===== config.mk =====
export PLATFORM = sky130hd
export DESIGN_NAME = query_patch_loader
export DESIGN_NICKNAME = d
export VERILOG_FILES = /design/src/rtl/query_patch_loader.sv
export SDC_FILE = /design/constraint.sdc
export NUM_CORES = 1
export LEC_CHECK = 0
export ABC_AREA = 0
export CAP_MARGIN = 20
export CORE_UTILIZATION = 25
export CTS_BUF_LIST = sky130_fd_sc_hd__clkbuf_4 sky130_fd_sc_hd__clkbuf_8
export CTS_CLUSTER_SIZE = 14
export DETAILED_ROUTE_END_ITERATION = 8
export GPL_ROUTABILITY_DRIVEN = 0
export PLACE_DENSITY_LB_ADDON = 0.08
export SETUP_SLACK_MARGIN = 0.1
export SLEW_MARGIN = 20
export SYNTH_ARGS = -nofsm -noshare
export SYNTH_HDL_FRONTEND = slang
export SYNTH_SLANG_ARGS = --single-unit

===== constraint.sdc =====
create_clock -name wb_clk_i -period 7.3 [get_ports wb_clk_i]
set_input_delay 2.19 -clock wb_clk_i [delete_from_list [all_inputs] [get_ports wb_clk_i]]
set_output_delay 2.19 -clock wb_clk_i [all_outputs]
set_load 0.02 [all_outputs]

===== src/rtl/query_patch_loader.sv =====
// Wishbone-to-patch-memory bridge: assembles two 32-bit Wishbone words into one
// wide patch and arbitrates memory port 0 between the bus and the matching engine.
module query_patch_loader #(
  parameter int          DATA_WIDTH        = 11,
  parameter int          PATCH_SIZE        = 5,
  parameter int          ADDR_WIDTH        = 9,
  parameter int          DEPTH             = 512,
  parameter logic [31:0] WB_ADDRESS_OFFSET = 32'h3000_0000
) (
  input  logic                                wb_clk_i,
  input  logic                                wb_rst_i,
  input  logic                                wbs_stb_i,
  input  logic                                wbs_cyc_i,
  input  logic                                wbs_we_i,
  input  logic [3:0]                          wbs_sel_i,
  input  logic [31:0]                         wbs_dat_i,
  input  logic [31:0]                         wbs_adr_i,
  output logic                                wbs_ack_o,
  output logic [31:0]                         wbs_dat_o,
  input  logic                                wb_mode,
  input  logic                                eng_csb0,
  input  logic                                eng_web0,
  input  logic [ADDR_WIDTH-1:0]               eng_addr0,
  input  logic [DATA_WIDTH*PATCH_SIZE-1:0]    eng_wpatch0,
  output logic [DATA_WIDTH*PATCH_SIZE-1:0]    eng_rpatch0,
  output logic                                mem_csb0,
  output logic                                mem_web0,
  output logic [ADDR_WIDTH-1:0]               mem_addr0,
  output logic [DATA_WIDTH*PATCH_SIZE-1:0]    mem_wpatch0,
  input  logic [DATA_WIDTH*PATCH_SIZE-1:0]    mem_rpatch0,
  output logic                                busy,
  output logic                                seq_err
);

  localparam int          PW        = DATA_WIDTH * PATCH_SIZE;
  localparam logic [31:0] WIN_BYTES = 32'(8 * DEPTH);

  typedef enum logic [2:0] {
    IDLE    = 3'd0,
    WR_MEM  = 3'd1,
    RD_MEM  = 3'd2,
    RD_WAIT = 3'd3,
    ACK     = 3'd4
  } state_t;

  state_t                state_r, state_next_s;
  logic [31:0]           off_s;
  logic                  hit_s, xfer_s, half_s;
  logic [ADDR_WIDTH-1:0] req_addr_s, req_addr_r, lo_addr_r;
  logic                  req_half_r, lo_valid_r, seq_err_r, ack_r, busy_r;
  logic [PW-33:0]        wdata_r;
  logic [31:0]           lo_buf_r, dat_r, rd_word_s;
  logic                  unused_s;

  // Address decode of the Wishbone window
  always_comb begin
    off_s      = wbs_adr_i - WB_ADDRESS_OFFSET;
    xfer_s     = wbs_cyc_i & wbs_stb_i;
    hit_s      = xfer_s & wb_mode & (off_s < WIN_BYTES);
    req_addr_s = off_s[ADDR_WIDTH+2:3];
    half_s     = off_s[2];
  end

  assign unused_s = ^{wbs_sel_i, off_s[1:0]};

  // State register
  always_ff @(posedge wb_clk_i) begin
    if (wb_rst_i) begin
      state_r <= IDLE;
    end else begin
      state_r <= state_next_s;
    end
  end

  // Next-state logic; losing wb_mode aborts, a dropped strobe still finishes the access
  always_comb begin
    state_next_s = state_r;
    case (state_r)
      IDLE: begin
        if (hit_s) begin
          if (!wbs_we_i) begin
            state_next_s = RD_MEM;
          end else if (half_s) begin
            state_next_s = WR_MEM;
          end else begin
            state_next_s = ACK;
          end
        end else begin
          state_next_s = IDLE;
        end
      end
      WR_MEM:  state_next_s = (wb_mode && xfer_s) ? ACK : IDLE;
      RD_MEM:  state_next_s = (wb_mode && xfer_s) ? RD_WAIT : IDLE;
      RD_WAIT: state_next_s = (wb_mode && xfer_s) ? ACK : IDLE;
      ACK:     state_next_s = IDLE;
      default: state_next_s = IDLE;
    endcase
  end

  // Select the requested 32-bit half of the returned patch
  always_comb begin
    rd_word_s = 32'd0;
    if (req_half_r) begin
      rd_word_s[PW-33:0] = mem_rpatch0[PW-1:32];
    end else begin
      rd_word_s = mem_rpatch0[31:0];
    end
  end

  // Request capture, low-word buffer, sequencing error and registered bus outputs
  always_ff @(posedge wb_clk_i) begin
    if (wb_rst_i) begin
      req_addr_r <= '0;
      req_half_r <= 1'b0;
      wdata_r    <= '0;
      lo_buf_r   <= 32'd0;
      lo_addr_r  <= '0;
      lo_valid_r <= 1'b0;
      seq_err_r  <= 1'b0;
      ack_r      <= 1'b0;
      busy_r     <= 1'b0;
      dat_r      <= 32'd0;
    end else begin
      ack_r  <= (state_next_s == ACK);
      busy_r <= (state_next_s != IDLE);
      if (state_r == IDLE && hit_s) begin
        req_addr_r <= req_addr_s;
        req_half_r <= half_s;
        wdata_r    <= wbs_dat_i[PW-33:0];
        if (wbs_we_i && !half_s) begin
          lo_buf_r   <= wbs_dat_i;
          lo_addr_r  <= req_addr_s;
          lo_valid_r <= 1'b1;
        end
      end
      // The high word commits whatever low word is buffered; a stale one is flagged
      if (state_r == WR_MEM && wb_mode) begin
        lo_valid_r <= 1'b0;
        if (!lo_valid_r || lo_addr_r != req_addr_r) begin
          seq_err_r <= 1'b1;
        end
      end
      if (state_r == RD_WAIT && state_next_s == ACK) begin
        dat_r <= rd_word_s;
      end
    end
  end

  // Memory port 0 ownership
  always_comb begin
    mem_csb0    = 1'b1;
    mem_web0    = 1'b1;
    mem_addr0   = req_addr_r;
    mem_wpatch0 = {wdata_r, lo_buf_r};
    if (!wb_mode) begin
      mem_csb0    = eng_csb0;
      mem_web0    = eng_web0;
      mem_addr0   = eng_addr0;
      mem_wpatch0 = eng_wpatch0;
    end else if (state_r == WR_MEM) begin
      mem_csb0 = 1'b0;
      mem_web0 = 1'b0;
    end else if (state_r == RD_MEM) begin
      mem_csb0 = 1'b0;
      mem_web0 = 1'b1;
    end else begin
      mem_csb0 = 1'b1;
      mem_web0 = 1'b1;
    end
  end

  assign eng_rpatch0 = mem_rpatch0;
  assign wbs_ack_o   = ack_r;
  assign wbs_dat_o   = dat_r;
  assign busy        = busy_r;
  assign seq_err     = seq_err_r;

endmodule

==> results of run 1 <==
-- sequential cells by signal, indices dropped and copies added (netlist names), 3 cells and up --
| signal | count |
|---|---|
| lo_buf_r | 32 |
| wbs_dat_o | 32 |
| wdata_r | 23 |
| lo_addr_r | 9 |
| req_addr_r | 9 |
| state_r | 3 |
-- logic make-up (layout without fill, tap and decap cells) --
group	after synthesis	count (layout)	share of synthesized area [%]
xor+xnor	10	10	1.35
compound gates	155	155	14.3
mux	120	120	20.2
buf+inv	123	387	10.9
simple gates	186	186	18.3
flops	113	113	34.9
-- layout by cell type (no fill, tap or decap), types with 7 or more instances in the layout --
master,instances
a22oi_1,23
nand3_1,43
nand2b_1,67
mux2i_1,33
nor2_1,7
dfxtp_1,112
buf_4,12
nand3b_1,35
clkdlybuf4s50_1,342
mux2_2,87
o21ai_0,42
clkbuf_8,17
nand2_1,11
a2bb2oi_1,9
a21oi_1,43
o22ai_1,34
-- stage by stage --
stage	utilization, %	std cells	instance area (um2)	setup WS [ns]
final	40.1	1301	10200	1.21
after global routing	40.1	1301	10200	1.03
after CTS	40.1	1301	10200	1.16
after detailed placement	38.4	1269	9740	1.16
after global placement	38.4	1269	9740	1.18
after floorplan	-	707	6480	1.60
-- worst register-to-register path, delay by kind of cell, from the launching register on --
kind	cells	cell delay [ns]
and+or+nand+nor	3	1.55
DFF	1	0.40
buffers and inverters	1	0.28
AOI/OAI and AO/OA	1	0.15
-- power by group through the flow --
| stage | combinational (uW) | sequential [uW] | clock [uW] |
|---|---|---|---|
| finish | 294 | 616 | 631 |
| global route | 313 | 616 | 679 |
| CTS | 298 | 616 | 655 |
| detailed placement | 297 | 630 | 0 |
| global placement | 297 | 630 | 0 |
| floorplan | 132 | 630 | 0 |
-- layout make-up --
cell class	instances	area [um2]
Tap cell	330	413
Clock inverter	15	185
Timing Repair Buffer	355	3530
Fill cell	2581	15200
Clock buffer	17	234
Multi-Input combinational cell	471	3530
Sequential cell	113	2260
-- how the worst max path moves through the flow --
stage,startpoint,to,slack [ns],depth (start not counted)
after CTS,wb_mode,mem_web0,1.16,6
after floorplan,wb_mode,mem_wpatch0[27],1.60,4
after global placement,wb_mode,mem_web0,1.18,6
after global routing,wb_mode,mem_web0,1.03,6
final,wb_mode,mem_web0,1.21,6
after detailed placement,wb_mode,mem_web0,1.16,6
-- layer usage --
metal / share of wire, % / vias up
li1: - / 3001
met1: 43 / 2842
met2: 49 / 224
met3: 7.3 / 12
met4: 0.68 / 2
met5: 0.054 / -
==> flow_summary_export.csv, run 1 <==
group,metric,value,unit
power,pwr-share-comb,19.1,%
setup_path,startpoint_type,"input pin",
logic_synthesis,synth_area_leaders,"dfxtp_1 35%, mux2_2 15%, nand2b_1 6.5%, buf_4 6.4%, mux2i_1 5.1%",
global_route,grt.busiest_layer,"met2",
logic_synthesis,synthCells,707,
setup_path,r2r_slack,4.77,ns
logic_synthesis,netlist_top_cells_count,"113 x dfxtp_1, 87 x mux2_2, 67 x nand2b_1",
clock_tree,cts_max_path_buffers,2,
setup_path,path_cells,"buf_4 > buf_12 > nor4bb_1 > buf_4 > nor2_1 > clkdlybuf4s50_1",
routing,via_per_inst,4.67,
floorplan,die-area,26600,um2
setup_path,r2r_end,"wbs_dat_o[16]",
clock_tree,post-cts-setup-buffer-count,0,
setup_path,crit_top_cell,"buf_4",
logic_synthesis,synth_edf_count,0,
sta,slew_headroom,31.4,%
sta,report.final.slew_viol_count,0,
worst_hold_path,hold_start,"lo_buf_r[1]",
logic_synthesis,ys.flop_type,"dfxtp_1",
sta,hold_viol,0,
power,leakagePower,0.00357,uW
setup_path,crit_slowest_cell,"clkdlybuf4s50_1",
flow_run,max_cap_viol_count,0,
setup_path,path_buf_inv,4,
setup_path,cp.arrival,3.90,ns
floorplan,fp.dieH,163,um
place,portBuffers,344,
logic_synthesis,yosysTopAreaCellShare,34.9,%
floorplan,start_util,25.6,%
worst_hold_path,hold_depth,2,
setup_path,critical_path.endpoint_type,"output port",
finish,drive_gt1_share,14.7,%
logic_synthesis,synth.avg_cell_area,9.17,um2
finish,nets,1153,
power,powerDensity,152,nW/um2
sta,period_share,83.4,%
sta,hold_slack,0.474,ns
worst_hold_path,holdPathEnd,"lo_buf_r[1]",
clock_tree,cts_root_buffer,"clkbuf_8",
logic_synthesis,synth_warnings,0,
setup_path,critPathKind,"in -> out",
setup_path,critical_path.max_stage_delay,0.53,ns
clock_tree,cts_hold_buffers,0,
sta,worst_slew_pin_slew,1.03,ns
global_route,use_met3,4.74,%
sta,fmax,164,MHz
global_route,gr-total-overflow,0,
logic_synthesis,yosysTopAreaCell,"dfxtp_1",
logic_synthesis,synth_seq_cells,113,
floorplan,rows,58,
routing,drtIter0Drc,249,
routing,drtPass1Iterations,4,
sta,setup_viol,0,
floorplan,pin_count,351,
logic_synthesis,ys_types,38,
global_route,grt_use_met2,28.1,%
run_status,status,"finished clean",
floorplan,core,25300,um2
place,dp_hpwl,15600,um
logic_synthesis,netlist_area,6480,um2
clock_tree,clock_sinks,113,
global_route,grt_usage,16.4,%
power,irDropWorstVdd,88.4,uV
finish,n_antenna_cell,0,
setup_path,cp_max_fo,36,
routing,vias,6081,
setup_path,crit_family,"buffers and inverters",
power,pwr-share-seq,40.0,%
finish,areaGrowthSynthToFinish,56.8,%
global_route,met1_usage,20.3,%
global_route,antenna_found_initial,1,
routing,drt_wl_total,22400,um
setup_path,timing.rr.start,"state_r[0]",
routing,final_antenna_net_count,0,
clock_tree,cts_tree,"built",
global_route,grt_pass1_wl,33800,um
setup_path,r2r_cells,5,
routing,drc,0,
clock_tree,cts_buffers,17,
power,p_total,1540,uW
setup_path,critPathRequiredTime,5.11,ns
sta,clock_skew,0.0119,ns
power,p_sw,403,uW
logic_synthesis,async_flop_share,0,%
global_route,grt_max_degree,96,
clock_tree,h-tree-depth,4,
worst_hold_path,hold_path.class,"reg -> reg",
sta,period_minus_slack,6.09,ns
logic_synthesis,syn-num-nets,902,
clock_tree,clkTransAtPathRegs,0.08,ns
floorplan,chipWidth,163,um
clock_tree,clkLatencyLatePin,0.44,ns
logic_synthesis,synthMostInstantiatedCell,"dfxtp_1",
sta,tns,0,ns
sta,rsz0062_at_grt,"no",
clock_tree,cts_resized,0,
logic_synthesis,synth_seq_area_share,34.9,%
global_route,grt_pass1_vias,5908,
power,p_int,1140,uW
routing,wire_per_inst,17.2,um
power,p_sw_share,26.2,%
power,clockPowerShare,40.9,%
No activity file was read; power rests on OpenSTA's default activity.
==> run 2: changes to the inputs <==
clock period = 5.1 ns   (was 7.3 ns; I/O delays follow)
==> flow_summary_export.csv, run 2 (synthesis results as in run 1) <==
group,metric,value,unit
clock_tree,clkTransAtPathRegs,0.06,ns
setup_path,r2r_end,"wbs_dat_o[18]",
sta,hold_viol,0,
global_route,met1_usage,20.5,%
sta,period_share,86.5,%
power,irDropWorstVdd,119,uV
global_route,gr-total-overflow,0,
routing,wire_per_inst,17.1,um
routing,drtIter0Drc,220,
setup_path,timing.rr.start,"state_r[0]",
sta,period_minus_slack,4.41,ns
global_route,use_met3,4.66,%
setup_path,r2r_cells,6,
clock_tree,h-tree-depth,4,
routing,final_antenna_net_count,0,
finish,drive_gt1_share,15.0,%
power,p_sw_share,24.3,%
worst_hold_path,holdPathEnd,"lo_buf_r[27]",
finish,nets,1159,
sta,tns,0,ns
place,dp_hpwl,16000,um
clock_tree,cts_root_buffer,"clkbuf_8",
place,portBuffers,344,
worst_hold_path,hold_start,"lo_buf_r[27]",
floorplan,fp.dieH,163,um
sta,clock_skew,0.0195,ns
routing,drc,0,
sta,slew_headroom,49.8,%
power,pwr-share-seq,39.3,%
setup_path,startpoint_type,"input pin",
global_route,grt_use_met2,27.5,%
clock_tree,cts_resized,0,
finish,areaGrowthSynthToFinish,58.1,%
clock_tree,post-cts-setup-buffer-count,0,
floorplan,rows,58,
clock_tree,cts_max_path_buffers,2,
finish,fin_cells,1306,
floorplan,pin_count,351,
floorplan,core,25300,um2
setup_path,critPathKind,"in -> out",
routing,vias,6032,
global_route,antenna_found_initial,0,
floorplan,start_util,25.6,%
clock_tree,cts_tree,"built",
clock_tree,clock_sinks,113,
sta,worst_slew_pin_slew,0.752,ns
sta,report.final.slew_viol_count,0,
routing,drt_wl_total,22300,um
global_route,grt_pass1_wl,33700,um
global_route,grt_pass1_vias,5926,
sta,fmax,227,MHz
sta,layout_setup_ws,0.690,ns
flow_run,max_cap_viol_count,0,
setup_path,r2r_slack,2.80,ns
run_status,status,"finished clean",
finish,layout_commonest_cell,"clkdlybuf4s50_1",
global_route,grt.busiest_layer,"met2",
setup_path,critPathRequiredTime,3.57,ns
sta,rsz0062_at_grt,"no",
routing,drtPass1Iterations,4,
finish,final_cell_mix,"342 x clkdlybuf4s50_1, 113 x dfxtp_1, 87 x mux2_2",
global_route,grt_usage,16.4,%
clock_tree,cts_buffers,17,
place,place_inst,1275,
setup_path,critical_path.endpoint_type,"output port",
sta,setup_viol,0,
power,powerDensity,219,nW/um2
routing,via_per_inst,4.62,
power,clockPowerShare,41.9,%
clock_tree,clkLatencyLatePin,0.44,ns
power,pwr-share-comb,18.9,%
worst_hold_path,hold_depth,2,
setup_path,cp.arrival,2.88,ns
power,leakagePower,0.00361,uW
floorplan,chipWidth,163,um
clock_tree,cts_hold_buffers,0,
place,pre_cts_ws,0.675,ns
global_route,grt_max_degree,100,
floorplan,die-area,26600,um2
power,p_int,1700,uW
setup_path,cp_max_fo,36,
power,p_sw,546,uW
power,p_total,2250,uW
worst_hold_path,hold_path.class,"reg -> reg",
run 2: how the worst max path moves through the flow:
stage,from,cells after the start,to
3_5_place_dp,wb_mode,6,mem_web0
3_3_place_gp,wb_mode,6,mem_web0
2_1_floorplan,wb_mode,4,mem_wpatch0[27]
5_1_grt,wb_mode,6,mem_web0
4_1_cts,wb_mode,6,mem_web0
6_report,wb_mode,6,mem_web0
run 2: critical path, stage by stage:
cell and delay (ns):
buf_4 0.11, buf_12 0.21, nor4bb_1 0.25, buf_4 0.18
nor2_1 0.05, clkdlybuf4s50_1 0.53
run 2: layout make-up:
| cell class | instances | area, um2 |
|---|---|---|
| Antenna cell | 1 | 2.50 |
| Clock buffer | 20 | 269 |
| Clock inverter | 10 | 160 |
| Fill cell | 2566 | 15100 |
| Multi-Input combinational cell | 471 | 3530 |
| Sequential cell | 113 | 2260 |
| Tap cell | 330 | 413 |
| Timing Repair Buffer | 361 | 3610 |
run 2: power by group through the flow:
stage,logic (uW),clock network [uW],registers (uW)
after global routing,451,1010,881
final,424,940,882
after floorplan,189,0,902
after CTS,430,974,882
after detailed placement,428,0,902
after global placement,429,0,902
run 2: routing by layer:
layer	vias up	share of wire [%]
met4	0	0.89
met5	-	0
li1	3008	-
met3	13	8.0
met2	243	48
met1	2768	44
run 2: stage by stage:
stage | utilization (%) | hold slack [ns] | area, um2
after floorplan | - | 0.445 | 6480
after global placement | 38.7 | 0.460 | 9800
after detailed placement | 38.8 | 0.465 | 9820
after CTS | 40.5 | 0.474 | 10200
after global routing | 40.5 | 0.491 | 10200
final | 40.5 | 0.470 | 10200
